**config.mk**
```make
export PLATFORM = sky130hd
export DESIGN_NAME = rf_write_arbiter_flat
export DESIGN_NICKNAME = d
export VERILOG_FILES = /design/src/rtl/rf_pkg.sv /design/src/rtl/rf_write_arbiter_if.sv /design/src/rtl/rr_arb2.sv /design/src/rtl/rf_write_arbiter.sv /design/src/flat_wrapper.sv
export SDC_FILE = /design/constraint.sdc
export NUM_CORES = 1
export LEC_CHECK = 0
export BUFFER_PORTS_ARGS = -buffer_cell sky130_fd_sc_hd__buf_2
export CAP_MARGIN = 10
export CORE_MARGIN = 2
export CORE_UTILIZATION = 44
export CTS_CLUSTER_SIZE = 30
export DETAILED_ROUTE_END_ITERATION = 7
export HOLD_SLACK_MARGIN = 0.05
export PLACE_DENSITY = 0.87
export SKIP_CTS_REPAIR_TIMING = 1
export SLEW_MARGIN = 20
export SYNTH_ARGS = -nofsm -noshare
export SYNTH_HDL_FRONTEND = slang
export SYNTH_SLANG_ARGS = --single-unit
export TNS_END_PERCENT = 1
```
**constraint.sdc**
```tcl
create_clock -name clk -period 1.4 [get_ports clk]
set_input_delay 0.14 -clock clk [delete_from_list [all_inputs] [get_ports clk]]
set_output_delay 0.14 -clock clk [all_outputs]
set_load 0.02 [all_outputs]
```
**src/rtl/rf_pkg.sv**
```systemverilog
// Shared widths, FSM encoding and clear-sequence bounds for the register-file
// write arbiter.
package rf_pkg;

    localparam int AW = 5;
    localparam int DW = 32;

    localparam logic [AW-1:0] CLEAR_FIRST = 5'd1;
    localparam logic [AW-1:0] CLEAR_LAST  = 5'd31;

    typedef enum logic {
        CLEAR = 1'b0,
        RUN   = 1'b1
    } state_t;

endpackage

```
**src/rtl/rf_write_arbiter_if.sv**
```systemverilog
// Two writeback requesters (ALU = 0, load = 1) with valid/ready handshakes
// toward the register-file write arbiter.
interface rf_write_arbiter_if;
    import rf_pkg::*;

    logic          req0_valid;
    logic [AW-1:0] req0_addr;
    logic [DW-1:0] req0_data;
    logic          req0_ready;

    logic          req1_valid;
    logic [AW-1:0] req1_addr;
    logic [DW-1:0] req1_data;
    logic          req1_ready;

    modport master (
        output req0_valid, req0_addr, req0_data,
        output req1_valid, req1_addr, req1_data,
        input  req0_ready, req1_ready
    );

    modport slave (
        input  req0_valid, req0_addr, req0_data,
        input  req1_valid, req1_addr, req1_data,
        output req0_ready, req1_ready
    );

endinterface

```
**src/rtl/rr_arb2.sv**
```systemverilog
// Two-way round-robin grant: a lone requester wins; on a conflict the side
// that did not win last time wins. Grants are one-hot or all-zero.
module rr_arb2 (
    input  logic valid0,
    input  logic valid1,
    input  logic last_grant,
    output logic grant0,
    output logic grant1
);

    // Combinational grant decode from the current valids and last winner.
    always_comb begin
        grant0 = 1'b0;
        grant1 = 1'b0;
        case ({valid1, valid0})
            2'b01: grant0 = 1'b1;
            2'b10: grant1 = 1'b1;
            2'b11: begin
                if (last_grant) begin
                    grant0 = 1'b1;
                end else begin
                    grant1 = 1'b1;
                end
            end
            default: begin
                grant0 = 1'b0;
                grant1 = 1'b0;
            end
        endcase
    end

endmodule

```
**src/rtl/rf_write_arbiter.sv**
```systemverilog
// Register-file write-port arbiter: optionally zeroes x1..x31 after reset, then
// merges the ALU and load writebacks onto the single registered write port.
module rf_write_arbiter
    import rf_pkg::*;
#(
    parameter bit CLEAR_ON_RESET = 1'b1
) (
    input  logic                clk,
    input  logic                rst,
    rf_write_arbiter_if.slave   req,
    output logic [AW-1:0]       A3,
    output logic [DW-1:0]       WD3,
    output logic                WE3,
    output logic                init_done
);

    state_t        state_r,  state_nxt_s;
    logic [AW-1:0] cnt_r,    cnt_nxt_s;
    logic          last_grant_r, last_grant_nxt_s;
    logic [AW-1:0] a3_r,     a3_nxt_s;
    logic [DW-1:0] wd3_r,    wd3_nxt_s;
    logic          we3_r,    we3_nxt_s;
    logic          run_s;
    logic          grant0_s, grant1_s;
    logic          xfer0_s,  xfer1_s;

    assign run_s = (state_r == RUN);

    // Arbitration is only enabled in RUN, so CLEAR never hands out a ready.
    rr_arb2 u_rr_arb2 (
        .valid0     (req.req0_valid & run_s),
        .valid1     (req.req1_valid & run_s),
        .last_grant (last_grant_r),
        .grant0     (grant0_s),
        .grant1     (grant1_s)
    );

    assign req.req0_ready = grant0_s;
    assign req.req1_ready = grant1_s;
    assign xfer0_s        = req.req0_valid & grant0_s;
    assign xfer1_s        = req.req1_valid & grant1_s;

    // Next-state and next write-port values; A3/WD3 hold when nothing transfers.
    always_comb begin
        state_nxt_s      = state_r;
        cnt_nxt_s        = cnt_r;
        last_grant_nxt_s = last_grant_r;
        a3_nxt_s         = a3_r;
        wd3_nxt_s        = wd3_r;
        we3_nxt_s        = 1'b0;
        case (state_r)
            CLEAR: begin
                a3_nxt_s  = cnt_r;
                wd3_nxt_s = {DW{1'b0}};
                we3_nxt_s = 1'b1;
                cnt_nxt_s = cnt_r + 5'd1;
                if (cnt_r == CLEAR_LAST) begin
                    state_nxt_s = RUN;
                end else begin
                    state_nxt_s = CLEAR;
                end
            end
            RUN: begin
                // x0 writes are accepted but never enabled toward the file.
                if (xfer0_s) begin
                    a3_nxt_s         = req.req0_addr;
                    wd3_nxt_s        = req.req0_data;
                    we3_nxt_s        = (req.req0_addr != {AW{1'b0}});
                    last_grant_nxt_s = 1'b0;
                end else if (xfer1_s) begin
                    a3_nxt_s         = req.req1_addr;
                    wd3_nxt_s        = req.req1_data;
                    we3_nxt_s        = (req.req1_addr != {AW{1'b0}});
                    last_grant_nxt_s = 1'b1;
                end else begin
                    we3_nxt_s = 1'b0;
                end
            end
            default: begin
                state_nxt_s = CLEAR;
                cnt_nxt_s   = CLEAR_FIRST;
            end
        endcase
    end

    // FSM state register.
    always_ff @(posedge clk) begin
        if (rst) begin
            state_r <= CLEAR_ON_RESET ? CLEAR : RUN;
        end else begin
            state_r <= state_nxt_s;
        end
    end

    // Clear counter, round-robin history and registered write port.
    always_ff @(posedge clk) begin
        if (rst) begin
            cnt_r        <= CLEAR_FIRST;
            last_grant_r <= 1'b1;
            a3_r         <= {AW{1'b0}};
            wd3_r        <= {DW{1'b0}};
            we3_r        <= 1'b0;
        end else begin
            cnt_r        <= cnt_nxt_s;
            last_grant_r <= last_grant_nxt_s;
            a3_r         <= a3_nxt_s;
            wd3_r        <= wd3_nxt_s;
            we3_r        <= we3_nxt_s;
        end
    end

    assign A3        = a3_r;
    assign WD3       = wd3_r;
    assign WE3       = we3_r;
    assign init_done = run_s;

endmodule

```
**src/flat_wrapper.sv**
```systemverilog
// flat-port wrapper written by rule: the top's interface ports become plain ports
module rf_write_arbiter_flat import rf_pkg::*;
#(
    parameter bit CLEAR_ON_RESET = 1'b1
)
  (clk, rst, A3, WD3, WE3, init_done, req_req0_valid, req_req0_addr, req_req0_data, req_req1_valid, req_req1_addr, req_req1_data, req_req0_ready, req_req1_ready);
  rf_write_arbiter_if req_i ();
  input  logic clk;
  input  logic rst;
  output logic [AW-1:0] A3;
  output logic [DW-1:0] WD3;
  output logic WE3;
  output logic init_done;
  input wire logic [$bits(req_i.req0_valid)-1:0] req_req0_valid;
  input wire logic [$bits(req_i.req0_addr)-1:0] req_req0_addr;
  input wire logic [$bits(req_i.req0_data)-1:0] req_req0_data;
  input wire logic [$bits(req_i.req1_valid)-1:0] req_req1_valid;
  input wire logic [$bits(req_i.req1_addr)-1:0] req_req1_addr;
  input wire logic [$bits(req_i.req1_data)-1:0] req_req1_data;
  output wire logic [$bits(req_i.req0_ready)-1:0] req_req0_ready;
  output wire logic [$bits(req_i.req1_ready)-1:0] req_req1_ready;
  assign req_i.req0_valid = req_req0_valid;
  assign req_i.req0_addr = req_req0_addr;
  assign req_i.req0_data = req_req0_data;
  assign req_i.req1_valid = req_req1_valid;
  assign req_i.req1_addr = req_req1_addr;
  assign req_i.req1_data = req_req1_data;
  assign req_req0_ready = req_i.req0_ready;
  assign req_req1_ready = req_i.req1_ready;
  rf_write_arbiter #(.CLEAR_ON_RESET(CLEAR_ON_RESET)) u_core (.clk(clk), .rst(rst), .req(req_i), .A3(A3), .WD3(WD3), .WE3(WE3), .init_done(init_done));
endmodule
```
## Word-level counts from Yosys, hierarchy flattened

Cells that the tools add are included.
W data, S select, Z words.

| cells by class | value |
|---|---|
| add/subtract/negate cells | 1 |
| eq/ne operators | 5 |
| muxes and demuxes | 17 |
| bitwise operators | 5 |
| reduce and logical (&&, ||, !) cells | 4 |

Operators with widths:

| operator | count |
|---|---|
| $mux W32 | 2 |
| $pmux W32 S2 | 1 |
| $mux W5 | 2 |
| $pmux W5 S2 | 1 |
| $reduce_bool A5 Y1 | 2 |
| $mux W1 | 8 |
| $pmux W1 S2 | 3 |
| $add A5 B1 Y5 const B | 1 |
| $eq A5 B5 Y1 const B | 1 |
| $and A1 B1 Y1 | 4 |
| $eq A2 B2 Y1 const B | 2 |
| $ne A3 B3 Y1 const B | 1 |
| $eq A2 B1 Y1 const B | 1 |
| $reduce_and A2 Y1 | 1 |
| $reduce_bool A2 Y1 | 1 |
| $not A1 Y1 | 1 |

| word-level totals | value |
|---|---|
| bits in registers | 45 |
| input port bits | 78 |
| output and inout bits | 41 |
| logic and storage cells | 38 |

## Logic depth before layout (Yosys ltp)

| depth | value |
|---|---|
| word-level depth | 7 |
| mapped depth | 6 |
| gate-level depth less buffers | 5 |

## By module

A second synthesis with hierarchy kept.

| unflattened totals | value |
|---|---|
| cell total of the unflattened synthesis | 300 |
| area, all modules | 2650.0 um2 |

Modules (own cells, without submodules):

| module | instances | cells each | area each (um2) | sequential area each (um2) |
|---|---|---|---|---|
| rf_write_arbiter | 1 | 297 | 2631.3 | 900.9 |
| rr_arb2 | 1 | 3 | 18.8 | 0.0 |

## Least setup slack after synthesis

OpenSTA, ideal clock, no wires.

| path | value |
|---|---|
| path type | reg2reg |
| from | reg u_core.state_r (netlist: u_core.init_done) |
| to | reg u_core.wd3_r[22] (netlist: u_core.WD3[22]) |
| setup time | 0.091 ns |
| arrival time | 1.394 ns |
| required time | 1.309 ns |
| setup slack | -0.085 ns |
| cell stages (with the launch flop) | 7 |
| path buffers | 2 |
| clock period less this slack | 1.485 ns |
| cells stage by stage | dfxtp_1 > buf_2 > o211ai_4 > inv_2 > buf_2 > nand2_1 > a311oi_1 |

| on the way | value |
|---|---|
| word-level cells in the longest chain between the ends | 6 |
| elaborated cells on any way between the ends | 13 |
| those cells by class | eq/ne (4); mux (4); bitwise (5) |

RTL lines:

| item | line | RTL |
|---|---|---|
| start, declared | rf_write_arbiter.sv:17 | `state_t state_r, state_nxt_s;` |
| start signal, assigned | rf_write_arbiter.sv:89 | `state_r <= CLEAR_ON_RESET ? CLEAR : RUN;` |
| start signal, assigned | rf_write_arbiter.sv:91 | `state_r <= state_nxt_s;` |
| $and A1 B1 Y1, on equally long branches | rf_write_arbiter.sv:31, rf_write_arbiter.sv:32 |  |
| $eq A2 B2 Y1 / $eq A2 B1 Y1 (equally long branches) | rr_arb2.sv:15 | `case ({valid1, valid0})` |
| $pmux W1 S2 (*) | rr_arb2.sv:15 |  |
| net req_req0_ready | flat_wrapper.sv:20 | `output wire logic [$bits(req_i.req0_ready)-1:0] req_req0_ready;` |
| $and A1 B1 Y1 (*) | rf_write_arbiter.sv:40 | `assign xfer0_s = req.req0_valid & grant0_s;` |
| $mux W32 | rf_write_arbiter.sv:65 | `if (xfer0_s) begin` |
| $pmux W32 S2 | rf_write_arbiter.sv:51 | `case (state_r)` |
| end signal, assigned | rf_write_arbiter.sv:101 | `wd3_r <= {DW{1'b0}};` |
| end signal, assigned | rf_write_arbiter.sv:107 | `wd3_r <= wd3_nxt_s;` |
| end, declared | rf_write_arbiter.sv:21 | `logic [DW-1:0] wd3_r, wd3_nxt_s;` |

The timed path passes the listed nets; every way through them passes the cells marked *.
A chain may end at the register's enable or synchronous reset.

## Worst setup path in the final report

| path | value |
|---|---|
| from | reg u_core.state_r (netlist: u_core.init_done) |
| to | out req_req1_ready |

| on the way | value |
|---|---|
| word-level cells in the longest chain between the ends | 3 |
| elaborated cells on any way between the ends | 5 |
| those cells by class | eq/ne (2); mux (1); bitwise (2) |

RTL lines:

| item | line | RTL |
|---|---|---|
| $and A1 B1 Y1, on equally long branches | rf_write_arbiter.sv:31, rf_write_arbiter.sv:32 |  |
| $eq A2 B2 Y1 | rr_arb2.sv:15 |  |
| $pmux W1 S2 (*) | rr_arb2.sv:15 |  |
| end, declared | flat_wrapper.sv:21 | `output wire logic [$bits(req_i.req1_ready)-1:0] req_req1_ready;` |

Every way passes the cells marked *; elsewhere a longest branch is shown, timed or not.

==> metrics.md <==
| Metric | Value |
|---|---|
| Full die area | `5370 um^2` |
| Reg2reg end | `u_core.WD3[13]` |
| Share of layout cells above drive strength 1 | `41.37%` |
| Top Ports | `119` |
| WP data arrival | `1.20 ns` |
| Post-synthesis cell type count | `32` |
| Drt drc | `0` |
| DRT Pass-1 Iters | `4` |
| Synthesized instance count | `251` |
| Utilization after layout | `62.52%` |
| 1st-iter DRT viols | `99` |
| R2r startpoint | `u_core.last_grant_r` |
| Slew @ Worst Pin | `0.2793 ns` |
| Fin. max-slew vios | `0` |
| Post-route ant nets | `0` |
| Final hold vios | `0` |
| Hold WC Path Type | `input port to register` |
| Largest net degree at the start of global routing | `46` |
| Area leader, netlist | `dfxtp_1` |
| Number of global-route vias before repair | `2163` |
| Worst path required time | `1.26 ns` |
| Worst hold slack | `0.09984 ns` |
| First-pass GRT wire length | `9335 um` |
| Starting Density | `45.32%` |
| Outcome | `finished, final reports clean` |
| Worst Path Buf+Inv | `2` |
| Endpoint class of the critical path | `primary output` |
| Die height | `73.28 um` |
| I/O Buffers | `118` |
| Stages on worst setup path | `3` |
| Post-DP HPWL | `4187 um` |
| RSZ-0062 raised after global routing | `true` |
| R2R setup slack | `0.11 ns` |
| Final setup violation count | `0` |
| Fin crit share | `95.70%` |
| Yosys top cell area share | `42.65%` |
| Routed wire length | `5679 um` |
| P_leak | `1.343 nW` |
| Synth warn | `0` |
| Reg2Reg Depth | `4` |
| Final Skew | `0.009112 ns` |
| Syn_area_per_cell | `8.414 um^2` |
| Crit-path cells | `buf_4 -> and3_2 -> buf_4` |
| Synth Net Count | `331` |
| Clock Latency Late Sink | `0.30 ns` |
| Clock sinks | `45` |
| Slew margin rel. | `81.38%` |
| Post-synth design cell area | `2112 um^2` |
| Slowest cell on crit path | `dfxtp_4` |
| Post-DR wirelength/cell | `13.55 um` |
| Setup crit start kind | `register` |
| Core Region | `4661 um^2` |
| H-Tree Depth | `2` |
| DIE WIDTH | `73.28 um` |
| Max Clk Rate | `746.4 MHz` |
| Clk buf depth | `2` |
| Routability cong. | `0.7765` |
| CP top delay family | `flip-flops` |
| CTS tree | `yes` |
| GRT Residual Overflow | `0` |
| Top fanout value on the critical path | `8` |
| CP startpoint | `u_core.init_done` |
| CP peak stage delay | `0.39 ns` |
| CTS clk-pin slew, worst paths | `0.08 ns` |
| Top cells by area, synth | `dfxtp_1 43%, nand2_1 12%, a311oi_1 11%` |
| Post-synthesis sequential area ratio | `42.65%` |
| Maximum vdd drop | `0.0004340 V` |
| Pwr Density | `883.3 nW/um^2` |
| Vias | `2304` |
| Initial antenna violation count | `0` |
| CTS Root Cell | `clkbuf_8` |
| Crit path kind | `register to primary output` |
| Vias per cell | `5.499` |
| # rows | `25` |
| Crit path to | `req_req1_ready` |
| # diodes | `0` |
| Commonest non-fill, non-tap cell in the layout | `buf_2` |
| Layout Nets | `444` |
| Flops & latches, synth | `45` |
| Area Growth Syn to Fin | `37.97%` |
| Most frequent cells in the layout | `117 x buf_2, 66 x nand2_1, 43 x dfxtp_1` |
| Min Tclk post-route | `1.340 ns` |
| Final Power | `2.574 mW` |
| CTS buffer count | `5` |
| Max_cap viols | `0` |
| Most used cell, CP | `buf_4` |
| GRT Overall Usage | `22.14%` |
[layer usage]
layer	global-route usage [%]	part of all wire (%)	routed length (um)
met1	26.44	41	2340
met4	7.819	1.3	71
met3	5.624	6.8	388
met5	0	0	0
met2	38.34	51	2878
[layout make-up]
class,instances,area [um^2]
Clock buffer,7,86.33
Multi-Input combinational cell,180,1092
Clock inverter,1,30.03
Inverter,2,7.507
Tap cell,54,67.56
Timing Repair Buffer,130,724.4
Fill cell,436,1747
Sequential cell,45,905.9
[per-stage QoR]
step,std cells,setup slack (ns),setup TNS (ns),cell area (um^2)
final,419,0.06020,0,2914
after detailed placement,411,0.07318,0,2788
after global routing,419,-0.009188,-0.009188,2914
after floorplan,251,-0.04973,-0.9041,2116
after global placement,411,0.1466,0,2788
after CTS,419,-0.01306,-0.01306,2904
[cells by family (layout without fill, tap and decap cells)]
group | after synthesis | count (layout) | synth area share, %
DFF | 45 | 45 | 42.65
adders and majority gates | 2 | 2 | 1.185
muxes | 7 | 7 | 3.318
AOI/OAI and AO/OA | 81 | 81 | 28.14
xor gates and xnor gates | 2 | 2 | 0.8295
buffers and inverters | 26 | 140 | 5.924
and+or+nand+nor | 88 | 88 | 17.95
[synthesized netlist by cell type]
master and number:
buf_1 1, a21oi_1 33, buf_2 16, a311oi_1 27, buf_4 2, nor2_1 6
and3_1 2, clkbuf_1 5, o21ai_1 1, or2_2 1, nand3b_1 1, xor2_1 1
xnor2_1 1, or4_1 2, o2111ai_1 1, a31oi_1 5, o22ai_1 4, o211ai_4 1
a21o_1 1, o21ai_0 2, inv_2 2, nand2b_1 2, nand4b_1 1, ha_1 2
nor2b_2 1, nand2_1 66, a311oi_2 5, a211o_1 1, mux2i_1 7, nor2_2 1
dfxtp_1 45, nor2b_1 5
[sequential cells by signal, indices dropped and copies added, names as in the netlist]
name and count:
u_core.WD3 32, u_core.last_grant_r 1, u_core.init_done 1, u_core.WE3 1
u_core.cnt_r 5, u_core.A3 5
[tightest hold or removal path: stages]
cell and delay (ns):
buf_2 0.09, nand2_1 0.05, a311oi_1 0.08
[worst min-delay path by stage]
stage	start	cells after the start	to	slack, ns
after floorplan	req_req0_data[10]	2	u_core.WD3[10]	0.30
after global placement	req_req0_data[8]	3	u_core.WD3[8]	0.41
after detailed placement	req_req0_data[4]	3	u_core.WD3[4]	0.42
after CTS	req_req0_data[4]	3	u_core.WD3[4]	0.09
after global routing	req_req0_data[8]	3	u_core.WD3[8]	0.1
final	req_req1_data[22]	3	u_core.WD3[22]	0.1
[power by group]
group | switching (mW) | total (mW) | internal [mW]
sequential | 0.0173 | 1.32 | 1.30
clock | 0.430 | 1.01 | 0.582
combinational | 0.118 | 0.247 | 0.129
Note: power is estimated with default switching activity, not from simulation.
